**src/rtl/lfsr_pkg.sv**
```systemverilog
// rtl/lfsr_pkg.sv - shared constants, tap table and period helper for lfsr_prng
//
// Contents:
//   LFSR_MIN_WIDTH / LFSR_MAX_WIDTH  legal state width range (3..32)
//   lfsr_op_e                        per-cycle register action, decoded by priority
//   lfsr_taps(w)                     maximal-length XNOR tap mask, bit i = stage i+1
//   lfsr_period(w)                   sequence length 2^w - 1
package lfsr_pkg;

  localparam int LFSR_MIN_WIDTH = 3;
  localparam int LFSR_MAX_WIDTH = 32;

  typedef enum logic [1:0] {
    LFSR_OP_HOLD = 2'd0,
    LFSR_OP_STEP = 2'd1,
    LFSR_OP_LOAD = 2'd2
  } lfsr_op_e;

  // Maximal-length tap sets for a shift-left Fibonacci register with
  // XNOR feedback. Unsupported widths return zero.
  function automatic logic [31:0] lfsr_taps(input int w);
    logic [31:0] t;
    case (w)
      3:       t = 32'h0000_0006;
      4:       t = 32'h0000_000C;
      5:       t = 32'h0000_0014;
      6:       t = 32'h0000_0030;
      7:       t = 32'h0000_0060;
      8:       t = 32'h0000_00B8;
      9:       t = 32'h0000_0110;
      10:      t = 32'h0000_0240;
      11:      t = 32'h0000_0500;
      12:      t = 32'h0000_0829;
      13:      t = 32'h0000_100D;
      14:      t = 32'h0000_2015;
      15:      t = 32'h0000_6000;
      16:      t = 32'h0000_D008;
      17:      t = 32'h0001_2000;
      18:      t = 32'h0002_0400;
      19:      t = 32'h0004_0023;
      20:      t = 32'h0009_0000;
      21:      t = 32'h0014_0000;
      22:      t = 32'h0030_0000;
      23:      t = 32'h0042_0000;
      24:      t = 32'h00E1_0000;
      25:      t = 32'h0120_0000;
      26:      t = 32'h0200_0023;
      27:      t = 32'h0400_0013;
      28:      t = 32'h0900_0000;
      29:      t = 32'h1400_0000;
      30:      t = 32'h2000_0029;
      31:      t = 32'h4800_0000;
      32:      t = 32'h8020_0003;
      default: t = 32'h0000_0000;
    endcase
    return t;
  endfunction

  function automatic logic [31:0] lfsr_period(input int w);
    logic [31:0] p;
    if (w < 1 || w > LFSR_MAX_WIDTH) begin
      p = 32'h0;
    end else begin
      p = 32'hFFFF_FFFF >> (LFSR_MAX_WIDTH - w);
    end
    return p;
  endfunction

endpackage

```
**src/rtl/lfsr_period_checker.sv**
```systemverilog
// rtl/lfsr_period_checker.sv - step counter that flags an LFSR whose period is not 2^WIDTH-1
//
// Built only when LFSR_PERIOD_CHECK_EN is defined.
// Ports:
//   clk    in  1  clock, rising edge
//   rst_n  in  1  asynchronous active-low reset
//   clr    in  1  restart counting (seed load); also clears err
//   step   in  1  the LFSR advances this cycle
//   hit    in  1  the state being stepped into equals the start value
//   err    out 1  sticky: a wrap arrived at the wrong step count
`ifdef LFSR_PERIOD_CHECK_EN
module lfsr_period_checker
  import lfsr_pkg::*;
#(
  parameter int WIDTH = 4
) (
  input  logic clk,
  input  logic rst_n,
  input  logic clr,
  input  logic step,
  input  logic hit,
  output logic err
);

  localparam logic [31:0]      PERIOD = lfsr_period(WIDTH);
  localparam logic [WIDTH-1:0] LAST   = WIDTH'(PERIOD - 32'd1);
  localparam logic [WIDTH-1:0] ONE    = WIDTH'(1);

  logic [WIDTH-1:0] count_q;
  logic             at_last;
  logic             err_q;

  // count_q = steps taken since the start value; the P-th step is taken
  // while count_q == P-1, so a correct wrap and at_last coincide.
  assign at_last = (count_q == LAST);

  always_ff @(posedge clk or negedge rst_n) begin
    if (!rst_n) begin
      count_q <= '0;
      err_q   <= 1'b0;
    end else if (clr) begin
      count_q <= '0;
      err_q   <= 1'b0;
    end else if (step) begin
      // Wrapping at P-1 keeps the counter off the all-ones value.
      if (hit || at_last) begin
        count_q <= '0;
      end else begin
        count_q <= count_q + ONE;
      end
      if (hit != at_last) begin
        err_q <= 1'b1;
      end
    end
  end

  assign err = err_q;

endmodule
`endif

```
**src/rtl/lfsr_prng.sv**
```systemverilog
// rtl/lfsr_prng.sv - parametrised maximal-length XNOR Fibonacci LFSR with seed load and wrap detect
//
// Optional feature macro: LFSR_PERIOD_CHECK_EN (adds step counter and period checker).
// Parameters:
//   WIDTH      state width, 3..32
//   TAPS       tap mask (bit i = stage i+1); zero selects lfsr_taps(WIDTH)
//   RESET_VAL  state after reset; must not be all-ones
// Ports:
//   clk         in   1      clock, rising edge
//   rst_n       in   1      asynchronous active-low reset
//   enb         in   1      advance one step per cycle while high
//   load        in   1      synchronous seed load (wins over enb)
//   seed        in   WIDTH  value captured on load
//   out         out  WIDTH  current LFSR state
//   wrap        out  1      pulse when out returns to the start value
//   seed_fixed  out  1      pulse when an all-ones seed was replaced by zero
//   period_err  out  1      sticky period mismatch (0 without the checker)
module lfsr_prng
  import lfsr_pkg::*;
#(
  parameter int               WIDTH     = 4,
  parameter logic [WIDTH-1:0] TAPS      = '0,
  parameter logic [WIDTH-1:0] RESET_VAL = '0
) (
  input  logic             clk,
  input  logic             rst_n,
  input  logic             enb,
  input  logic             load,
  input  logic [WIDTH-1:0] seed,
  output logic [WIDTH-1:0] out,
  output logic             wrap,
  output logic             seed_fixed,
  output logic             period_err
);

  localparam logic [WIDTH-1:0] ALL_ONES = '1;
  localparam logic [31:0]      TAPS_TBL = lfsr_taps(WIDTH);
  localparam logic [WIDTH-1:0] TAPS_EFF = (TAPS == '0) ? TAPS_TBL[WIDTH-1:0] : TAPS;

  generate
    if (WIDTH < LFSR_MIN_WIDTH || WIDTH > LFSR_MAX_WIDTH) begin : g_bad_width
      $error("lfsr_prng: WIDTH %0d outside 3..32", WIDTH);
    end
    if (RESET_VAL == ALL_ONES) begin : g_bad_reset
      $error("lfsr_prng: RESET_VAL all-ones is the lockup state");
    end
  endgenerate

  lfsr_op_e         op;
  logic [WIDTH-1:0] out_q;
  logic [WIDTH-1:0] start_q;
  logic [WIDTH-1:0] out_next;
  logic [WIDTH-1:0] seed_eff;
  logic             fb;
  logic             seed_ones;
  logic             hit;
  logic             wrap_q;
  logic             seed_fixed_q;

  always_comb begin
    op = LFSR_OP_HOLD;
    if (load) begin
      op = LFSR_OP_LOAD;
    end else if (enb) begin
      op = LFSR_OP_STEP;
    end
  end

  // XNOR feedback: all-zeros steps to ...01, all-ones would stick.
  assign fb       = ~^(out_q & TAPS_EFF);
  assign out_next = {out_q[WIDTH-2:0], fb};

  assign seed_ones = &seed;
  assign seed_eff  = seed_ones ? '0 : seed;

  // Compare against the value being stepped into so wrap lands on the
  // same edge as the state that triggers it.
  assign hit = (out_next == start_q);

  always_ff @(posedge clk or negedge rst_n) begin
    if (!rst_n) begin
      out_q        <= RESET_VAL;
      start_q      <= RESET_VAL;
      wrap_q       <= 1'b0;
      seed_fixed_q <= 1'b0;
    end else begin
      wrap_q       <= 1'b0;
      seed_fixed_q <= 1'b0;
      case (op)
        LFSR_OP_LOAD: begin
          out_q        <= seed_eff;
          start_q      <= seed_eff;
          seed_fixed_q <= seed_ones;
        end
        LFSR_OP_STEP: begin
          out_q  <= out_next;
          wrap_q <= hit;
        end
        default: begin
        end
      endcase
    end
  end

  assign out        = out_q;
  assign wrap       = wrap_q;
  assign seed_fixed = seed_fixed_q;

`ifdef LFSR_PERIOD_CHECK_EN
  lfsr_period_checker #(
    .WIDTH (WIDTH)
  ) u_period_checker (
    .clk   (clk),
    .rst_n (rst_n),
    .clr   (op == LFSR_OP_LOAD),
    .step  (op == LFSR_OP_STEP),
    .hit   (hit),
    .err   (period_err)
  );
`else
  assign period_err = 1'b0;
`endif

endmodule

```
**config.mk**
```make
export PLATFORM = sky130hd
export DESIGN_NAME = lfsr_prng
export DESIGN_NICKNAME = d
export VERILOG_FILES = /design/src/rtl/lfsr_pkg.sv /design/src/rtl/lfsr_period_checker.sv /design/src/rtl/lfsr_prng.sv
export SDC_FILE = /design/constraint.sdc
export NUM_CORES = 1
export LEC_CHECK = 0
export ABC_AREA = 0
export CELL_PAD_IN_SITES_DETAIL_PLACEMENT = 1
export CELL_PAD_IN_SITES_GLOBAL_PLACEMENT = 1
export CORE_UTILIZATION = 34
export CTS_CLUSTER_SIZE = 20
export DETAILED_ROUTE_END_ITERATION = 10
export PLACE_DENSITY_LB_ADDON = 0.12
export SYNTH_ARGS = -nofsm -noshare
export SYNTH_HDL_FRONTEND = slang
export SYNTH_SLANG_ARGS = --single-unit
```
**constraint.sdc**
```tcl
create_clock -name clk -period 1.8 [get_ports clk]
set_clock_uncertainty 0.15 [all_clocks]
set_input_delay 0.36 -clock clk [delete_from_list [all_inputs] [get_ports clk]]
set_output_delay 0.36 -clock clk [all_outputs]
set_load 0.01 [all_outputs]
```
# == Word-level counts from Yosys, hierarchy flattened ==
# Cells that the tools add are included.
# totals
ff_bits,10
in_bits,8
elab_cells,16
output_inout_bits,7
# op_classes
mux,6
reduce_logical,3
eq_ne,3
# op_table
cell,count
4-bit one-hot mux with 2 select lines,1
4-bit == test,1
4-bit two-way mux,1
4-bit AND reduction,1
4-bit XNOR reduction,1
1-bit two-way mux,3
2-bit by 1-bit == test with 1-bit output (second input constant),1
2-bit == test (second input constant),1
2-bit two-way mux,1
2-bit nonzero test,1

# == Depth between registers and ports, before layout ==
# Gate-level depths: netlist of the first run.
# logic_depth
depth_word,4
ltp_mapped,3
ltp_nobuf,3

# == Worst setup path before layout of the first run ==
# Ideal clock, no wire load.
# synth_timing
kind,register to register
startpoint,"register out_q[3], in the netlist out[3]"
endpoint,"register wrap_q, in the netlist wrap"
required_time_ns,1.573
stages_incl_launch_ff,4
setup_time_ns,0.077
path_slack_ns,0.584
period_less_slack_ns,1.216
arrival_time_ns,0.988
path_buffers,0
path_cell_list,dfrtp_1 > xnor2_1 > or3_1 > a21oi_1
# synth_via
elab_chain_cells,3
# synth_rtl
item,line_no,rtl
from (decl),lfsr_prng.sv:50,logic [WIDTH-1:0] out_q;
from (signal assigned),lfsr_prng.sv:96,out_q <= out_next;
4-bit XNOR reduction,lfsr_prng.sv:70,assign fb = ~^(out_q & TAPS_EFF);
4-bit == test,lfsr_prng.sv:78,assign hit = (out_next == start_q);
1-bit two-way mux,lfsr_prng.sv:89,case (op)
to (signal assigned),lfsr_prng.sv:97,wrap_q <= hit;
to (decl),lfsr_prng.sv:57,logic wrap_q;
# Every way passes these cells.
# A chain may end at the register's enable or synchronous reset.

# == Worst setup path after layout of the first run ==
# layout_timing
startpoint,"register out_q[2], in the netlist out[2]"
endpoint,output out[2]
# layout_rtl
item,line_no,rtl
to (decl),lfsr_prng.sv:30,"output logic [WIDTH-1:0] out,"
# No word-level cell between the ends.

==> results of run 1 <==
## power by group through the flow
stage / clock network, W / registers, W / logic [W]
2_1_floorplan: 0 / 0.000273 / 0.0000521
3_3_place_gp: 0 / 0.000271 / 0.000113
3_5_place_dp: 0 / 0.000272 / 0.000114
4_1_cts: 0.000212 / 0.000268 / 0.000114
5_1_grt: 0.000220 / 0.000270 / 0.000135
6_report: 0.000204 / 0.000267 / 0.000121
## synth_stat cells, drive strengths merged
library cell / number
nand2: 1
nor2: 1
conb: 1
dfrtp: 10
or3: 1
o21ai: 8
buf: 2
mux2i: 4
clkbuf: 1
xnor2: 4
inv: 4
nand3: 10
a21oi: 1
nand4b: 1
## registers in the layout (all words and copies together), names as in the netlist
name        flops
out             4
seed_fixed      1
start_q         4
wrap            1
## layer usage
metal | vias to the layer above | track usage | share of wire
met5 | - | 0 | 0
met4 | 0 | 0.1293 | 0.026
met3 | 2 | 0.03409 | 0.047
met2 | 13 | 0.2377 | 0.45
met1 | 182 | 0.2079 | 0.47
li1 | 196 | - | -
## through the flow
| step | setup WS, ps | util |
|---|---|---|
| floorplan | 584.3 | - |
| global placement | 187.5 | 0.4692 |
| detailed placement | 163.2 | 0.4692 |
| CTS | 19.30 | 0.4981 |
| global route | 5.616 | 0.5096 |
| finish | 55.51 | 0.5096 |
## layout make-up
cell class	instances	share of cell area
timing repair buffer	15	0.2189
clock buffer	4	0.05472
inverter	4	0.02264
sequential	10	0.3792
multi-input combinational	32	0.2962
tap	15	0.02830
## cell families after synthesis
| logic type | synth area share |
|---|---|
| simple gates | 0.1518 |
| flops | 0.5236 |
| compound gates | 0.09423 |
| buf+inv | 0.06542 |
| xor+xnor | 0.07329 |
| mux | 0.08377 |
| other cells | 0.007846 |
## timing repair
action / 4_1_cts / 5_1_grt
hold buffers: 0 / 0
gates resized for setup: 1 / 0
hold endpoints to repair: 0 / 0
setup buffers: 0 / 2
gates cloned: 0 / 0
setup endpoints to repair: 1 / 1
## path summary, 6_finish.rpt
kind | startpoint | endpoint
max | out[2] | out[2]
min | rst_n | seed_fixed
max reg2reg | out[3] | wrap
min reg2reg | start_q[2] | start_q[2]
max in group asynchronous | rst_n | out[2]
min in group clk | start_q[2] | start_q[2]
==> flow_summary.ini, run 1 <==
[run_status]
status = finished, final reports clean

[finish]
layout_commonest_cell = clkdlybuf4s50_1
num-nets-final = 74
final_cell_mix = clkdlybuf4s50_1, nand3_1, dfrtp_1
drive_gt1_frac = 0.1077
antenna_cells = 0
n_fill_cell = 149
fin_area_um2 = 663.1
multi_input_area_um2 = 196.4
area_growth_syn_to_layout_pct = 38.74
instances_no_fill = 80
ff_latch_area_um2 = 251.5

[setup_path]
slowest_delay_ps = 550
critPathCaptureType = output pin
arrival_ps = 1230
worstSetupPathType = register to output pin
cp-start-kind = register
cpMaxStageDelayCell = clkdlybuf4s50_1
cp_cell_sequence = clkdlybuf4s50_1
rrSetupSlack_ps = 460
crit_cells = 1
path_max_fanout = 6
critPathBufInv = 1
ff2ff_path_depth = 4
critPathRequiredTime_ps = 1290
cp_top_family = buffers and inverters

[global_routing]
grt_antenna_before_repair = 0
overflow = 0
grtUsageTotal = 0.1641
grt_pass1_vias = 369
grt_max_degree = 15
grt_pass1_wl_mm = 1.573

[power_and_ir_drop]
comb_power_share = 0.204
p_leak_nw = 0.2863
power_w = 0.0005918
p_clk_frac = 0.345
seqPwrFrac = 0.451
ir_drop_mv = 0.3711
power.density_nw_per_um2 = 892.4
swShare = 0.2604
power_switching_w = 0.0001541
p_int_w = 0.0004377

[logic_synthesis]
yosysTopAreaCellShare = 0.5236
yosys.area.top_type = dfrtp_1
syn_nets = 57
netlist_area_um2 = 478.0
ys_warn_count = 0
synth_area_leaders = dfrtp_1, nand3_1, mux2i_1, o21ai_0, xnor2_1
synthCells = 49
yosysUniqueCellTypes = 15
avgSynthCellArea_um2 = 9.754
yosysSeqAreaShare = 0.5236
ys_seq_elements = 10

[sta]
fmax_ghz = 0.5732
setup_viol = 0
fin_tns_setup_ps = 0
slew_violations = 0
rsz0062_at_grt = false
finalHoldViolations = 0
hold_slack_ps = 254.5
period_needed_ps = 1744
fin_crit_sh = 0.9692

[clock_tree]
cts_buffers = 3
insertion_delay_ps = 270
path_clk_slew_ps = 70
clockBufferDepth = 2
cts_tree = done
root_buffer = clkbuf_4
clock-sinks = 10
cts_htree_levels = 1

[place]
dp_hpwl_um = 741.2
port_buffers = 13
postPlaceCellArea_um2 = 610.6
place_inst = 74
place.gp.congestion = 0.6466

[drt]
drc = 0
vias = 393
routed_wl_um = 962
dr.pass1.iters = 1
vias_per_cell = 4.913
wire_per_inst_um = 12.03
drt_iter0_markers = 0
drtAntennaViolNets = 0

[die]
die_w_um = 39.50
fp.dieH_um = 39.50
coreArea_um2 = 1301
pin_count = 15
die-area_um2 = 1560
start_util = 0.3673
num_rows = 13

[min_path]
hold_class = primary input to async pin

[flow_run]
maxCapViolations = 0
(Power assumes the default switching activity.)
==> run 2: changes to the inputs <==
--- a/config.mk
+++ b/config.mk
@@ -11,7 +11,7 @@
 export CORE_UTILIZATION = 34
 export CTS_CLUSTER_SIZE = 20
 export DETAILED_ROUTE_END_ITERATION = 10
-export PLACE_DENSITY_LB_ADDON = 0.12
+export PLACE_DENSITY = 0.79
 export SYNTH_ARGS = -nofsm -noshare
 export SYNTH_HDL_FRONTEND = slang
 export SYNTH_SLANG_ARGS = --single-unit
==> constraint.sdc (replaced) <==
create_clock -name clk -period 1.8 [get_ports clk]
set_clock_uncertainty 0.15 [all_clocks]
set_input_delay 0.27 -clock clk [delete_from_list [all_inputs] [get_ports clk]]
set_output_delay 0.27 -clock clk [all_outputs]
set_load 0.01 [all_outputs]
==> run 2 against run 1 <==
Effect of this change: sequential share of layout area up 1.6 points; fmax is 3.0% higher; global-route usage rose by 0.28 points; register-to-register slack gained 100 ps; power down 10%; sequential power about the same; cell count shrank 3.8%; sequential cell count is the same; hold slack worse by 78 ps; design area shrank 4.5%; critical path type unchanged; critical endpoint unchanged.
==> flow_summary.ini, run 2 (same netlist as run 1, synthesis figures left out) <==
[run_status]
status = finished, final reports clean

[die]
fp.dieH_um = 39.50
start_util = 0.3673
num_rows = 13
die-area_um2 = 1560
coreArea_um2 = 1301
pin_count = 15
die_w_um = 39.50

[finish]
final_cell_mix = clkdlybuf4s50_1, nand3_1, dfrtp_1
n_fill_cell = 166
num-nets-final = 72
multi_input_area_um2 = 196.4
ff_latch_area_um2 = 250.2
area_growth_syn_to_layout_pct = 32.46
drive_gt1_frac = 0.04839
antenna_cells = 0
instances_no_fill = 77
fin_area_um2 = 633.1
layout_commonest_cell = clkdlybuf4s50_1

[clock_tree]
clock-sinks = 10
insertion_delay_ps = 260
cts_buffers = 3
cts_htree_levels = 1
path_clk_slew_ps = 60
clockBufferDepth = 2
cts_tree = done
cts_setup_buffers = 0
root_buffer = clkbuf_4
cts_resized = 0
cts_hold_buf = 0

[drt]
met1_length_um = 478
routed_wl_um = 981
drtAntennaViolNets = 0
dr.pass1.iters = 4
wire_per_inst_um = 12.74
drt_iter0_markers = 6
top_layer = met4
vias = 383
dr_wl_met3_um = 43
wl_met2_um = 433
drc = 0
vias_per_cell = 4.974

[place]
port_buffers = 13
dp_hpwl_um = 750.3
place_inst = 74
postPlaceCellArea_um2 = 610.6
place.gp.congestion = 0.7281

[sta]
fin_crit_sh = 0.9413
finalHoldViolations = 0
period_needed_ps = 1694
fin_tns_setup_ps = 0
setup_viol = 0
rsz0062_at_grt = false
slew_violations = 0
fmax_ghz = 0.5902
hold_slack_ps = 176.4

[setup_path]
critPathBufInv = 1
cp-start-kind = register
slowest_delay_ps = 570
path_max_fanout = 6
critPathRequiredTime_ps = 1380
arrival_ps = 1270
cpMaxStageDelayCell = clkdlybuf4s50_1
worstSetupPathType = register to output pin
cp_cell_sequence = clkdlybuf4s50_1
critPathCaptureType = output pin
cp_top_family = buffers and inverters

[power_and_ir_drop]
comb_power_share = 0.211
power_switching_w = 0.0001461
power.density_nw_per_um2 = 840.0
p_int_w = 0.0003857
p_clk_frac = 0.287
swShare = 0.2748
p_leak_nw = 0.2703
ir_drop_mv = 0.4263
seqPwrFrac = 0.502

[global_routing]
overflow = 0
grtUsageTotal = 0.1669
grt_antenna_before_repair = 0
grt_pass1_vias = 359
grt_max_degree = 15
grt_pass1_wl_mm = 1.649

[min_path]
hold_class = primary input to async pin

[flow_run]
maxCapViolations = 0
run 2: cell count changes in the layout (fill, tap and decap cells not counted), sizes merged:
cell    before  now
buf          2    0
clkbuf       4    3
run 2: per-stage QoR:
step | setup WS, ps | total power [W] | utilization
CTS | 90.96 | 0.0005382 | 0.4865
global route | 43.37 | 0.0005591 | 0.4865
finish | 105.7 | 0.0005318 | 0.4865
detailed placement | 256.9 | 0.0003856 | 0.4692
global placement | 281.9 | 0.0003819 | 0.4692
floorplan | 584.3 | 0.0003251 | -
run 2: final timing paths:
path	end	from	slack [ps]	cells after the start
max in group asynchronous	start_q[1]	rst_n	1010	1
hold / removal	out[1]	rst_n	180	1
min in group clk	start_q[2]	start_q[2]	400	2
setup reg to reg	wrap	out[3]	560	3
hold reg to reg	start_q[2]	start_q[2]	400	2
setup / recovery	out[2]	out[2]	110	1
run 2: power by group through the flow:
stage                     combinational, W  sequential (W)  clock [W]
after global routing              0.000126        0.000271   0.000162
after floorplan                  0.0000521        0.000273          0
after global placement            0.000111        0.000270          0
after detailed placement          0.000114        0.000272          0
final                             0.000112        0.000267   0.000153
after CTS                         0.000114        0.000268   0.000156
run 2: cell type report:
cell class,count,share of cell area
multi-input combinational,32,0.3103
clock buffer,3,0.03557
sequential,10,0.3953
timing repair buffer,13,0.2055
tap,15,0.02964
inverter,4,0.02372
run 2: routing by layer:
layer  vias up  GRT usage
met5         -          0
met4         0    0.07759
met3         2    0.03977
met2        13     0.2500
met1       173     0.2226
li1        195          -
==> run 3: changes to the inputs <==
--- a/config.mk
+++ b/config.mk
@@ -8,10 +8,11 @@
 export ABC_AREA = 0
 export CELL_PAD_IN_SITES_DETAIL_PLACEMENT = 1
 export CELL_PAD_IN_SITES_GLOBAL_PLACEMENT = 1
-export CORE_UTILIZATION = 34
+export CORE_UTILIZATION = 28
 export CTS_CLUSTER_SIZE = 20
 export DETAILED_ROUTE_END_ITERATION = 10
-export PLACE_DENSITY = 0.79
+export PLACE_DENSITY = 0.7
+export RECOVER_POWER = 25
 export SYNTH_ARGS = -nofsm -noshare
 export SYNTH_HDL_FRONTEND = slang
 export SYNTH_SLANG_ARGS = --single-unit
==> constraint.sdc (replaced) <==
create_clock -name clk -period 1.5 [get_ports clk]
set_clock_uncertainty 0.15 [all_clocks]
set_input_delay 0.225 -clock clk [delete_from_list [all_inputs] [get_ports clk]]
set_output_delay 0.225 -clock clk [all_outputs]
set_load 0.01 [all_outputs]
==> run 3 against run 2 <==
Effect of this change: setup slack got worse by 78 ps; combinational power up 34%; hold slack gained 26 ps; clock-buffer cell count unchanged; via count rose by 2.9%; power rose by 19%; non-clock buffer count is 4 higher; sequential share of layout area fell by 1.7 points; critical path type unchanged; critical endpoint is now wrap.
==> flow_summary.ini, run 3 (same netlist as run 1, synthesis figures left out) <==
[finish]
antenna_cells = 0
area_growth_syn_to_layout_pct = 38.48
final_cell_mix = nand3_1, dfrtp_1, o21ai_0
n_fill_cell = 184
multi_input_area_um2 = 196.4
ff_latch_area_um2 = 250.2
num-nets-final = 76
drive_gt1_frac = 0.1061

[sta]
fmax_ghz = 0.6791
setup_viol = 0
fin_tns_setup_ps = 0
finalHoldViolations = 0
fin_crit_sh = 0.9818
period_needed_ps = 1473
slew_violations = 0
rsz0062_at_grt = false
finalWorstSetupSlack_ps = 27.37

[setup_path]
path_max_fanout = 1
ff2ff_path_depth = 4
cp_cell_sequence = clkdlybuf4s50_1
slowest_delay_ps = 520
arrival_ps = 1100
cp-start-kind = register
r2r_end = wrap
cp_top_family = buffers and inverters
worstReg2RegStart = out[3]
rrSetupSlack_ps = 190
cpMaxStageDelayCell = clkdlybuf4s50_1
critPathCaptureType = output pin
worstSetupPathType = register to output pin
critPathBufInv = 1
critPathRequiredTime_ps = 1120

[drt]
drtAntennaViolNets = 0
drt_iter0_markers = 0
vias = 394
wire_per_inst_um = 12.40
vias_per_cell = 4.805
drc = 0
routed_wl_mm = 1.017
dr.pass1.iters = 1

[clock_tree]
cts_hold_buf = 0
path_clk_slew_ps = 60
clock-sinks = 10
root_buffer = clkbuf_4
insertion_delay_ps = 250
cts_buffers = 3
cts_tree = done
clockBufferDepth = 2
cts_htree_levels = 1

[die]
start_util = 0.3101
coreArea_um2 = 1541
num_rows = 14
die_w_um = 43.32
die-area_um2 = 1876
fp.dieH_um = 43.32
pin_count = 15

[global_routing]
grt_antenna_before_repair = 0
grt_pass1_vias = 374
grt_pass1_wl_mm = 1.738
grt_max_degree = 14
overflow = 0
grtUsageTotal = 0.1310

[power_and_ir_drop]
ir_drop_mv = 0.3380
power.density_nw_per_um2 = 959.4
p_leak_nw = 0.3174

[min_path]
hold_class = primary input to async pin

[place]
dp_hpwl_um = 729.9
dpl_worst_slack_ps = 44.56
place.gp.congestion = 0.6679
port_buffers = 13

[run_status]
status = finished, final reports clean

[flow_run]
maxCapViolations = 0
-- run 3: cell types whose count changed in the layout (fill, tap and decap cells not counted), sizes merged --
cell and change:
buf +4, clkdlybuf4s50 -6, dlygate4sd2 +4, dlygate4sd3 +1, dlymetal6s2s +1
-- run 3: per-layer routing --
layer  track usage  part of all wire  routed length, um
met4       0.09091             0.012                 12
met5             0                 0                  0
met2        0.1940              0.45                460
met1        0.1707              0.49                502
met3       0.02553             0.040                 41
-- run 3: repair_timing --
item / CTS / global route
buffers inserted: 2 / 0
gates resized for setup: 4 / 1
endpoints found under the setup margin: 4 / 1
-- run 3: through the flow --
step | utilization | power (W) | hold WS [ps] | cells | cell area, um^2
after floorplan | - | 0.0003901 | -220.6 | 49 | 478.0
after global placement | 0.4067 | 0.0004643 | 381.1 | 77 | 626.9
after detailed placement | 0.4067 | 0.0004672 | 384.3 | 77 | 626.9
after CTS | 0.4278 | 0.0006468 | 141.8 | 82 | 659.4
after global routing | 0.4294 | 0.0006762 | 229.0 | 82 | 661.9
final | 0.4294 | 0.0006350 | 202.4 | 82 | 661.9
-- run 3: report_power, final --
| part | total (W) | switching [W] | leakage, nW | internal [W] |
|---|---|---|---|---|
| Sequential | 0.000312 | 0.0000172 | 0.126 | 0.000295 |
| Clock | 0.000173 | 0.0000812 | 0.0138 | 0.0000922 |
| Combinational | 0.000150 | 0.0000701 | 0.177 | 0.0000799 |
| Total | 0.000635 | 0.000168 | 0.317 | 0.000467 |
-- run 3: worst max path at each step --
stage	startpoint	slack [ps]	endpoint	cells past startpoint
after floorplan	out[3]	280	wrap	3
after global placement	enb	60	out[1]	3
after detailed placement	enb	40	out[2]	3
after CTS	wrap	10	wrap	1
after global routing	wrap	2	wrap	1
final	wrap	30	wrap	1
-- run 3: final cells by class --
cell class | count | area share
multi-input combinational | 32 | 0.2968
inverter | 4 | 0.02268
clock buffer | 3 | 0.03403
timing repair buffer | 17 | 0.2382
sequential | 10 | 0.3781
tap | 16 | 0.03025
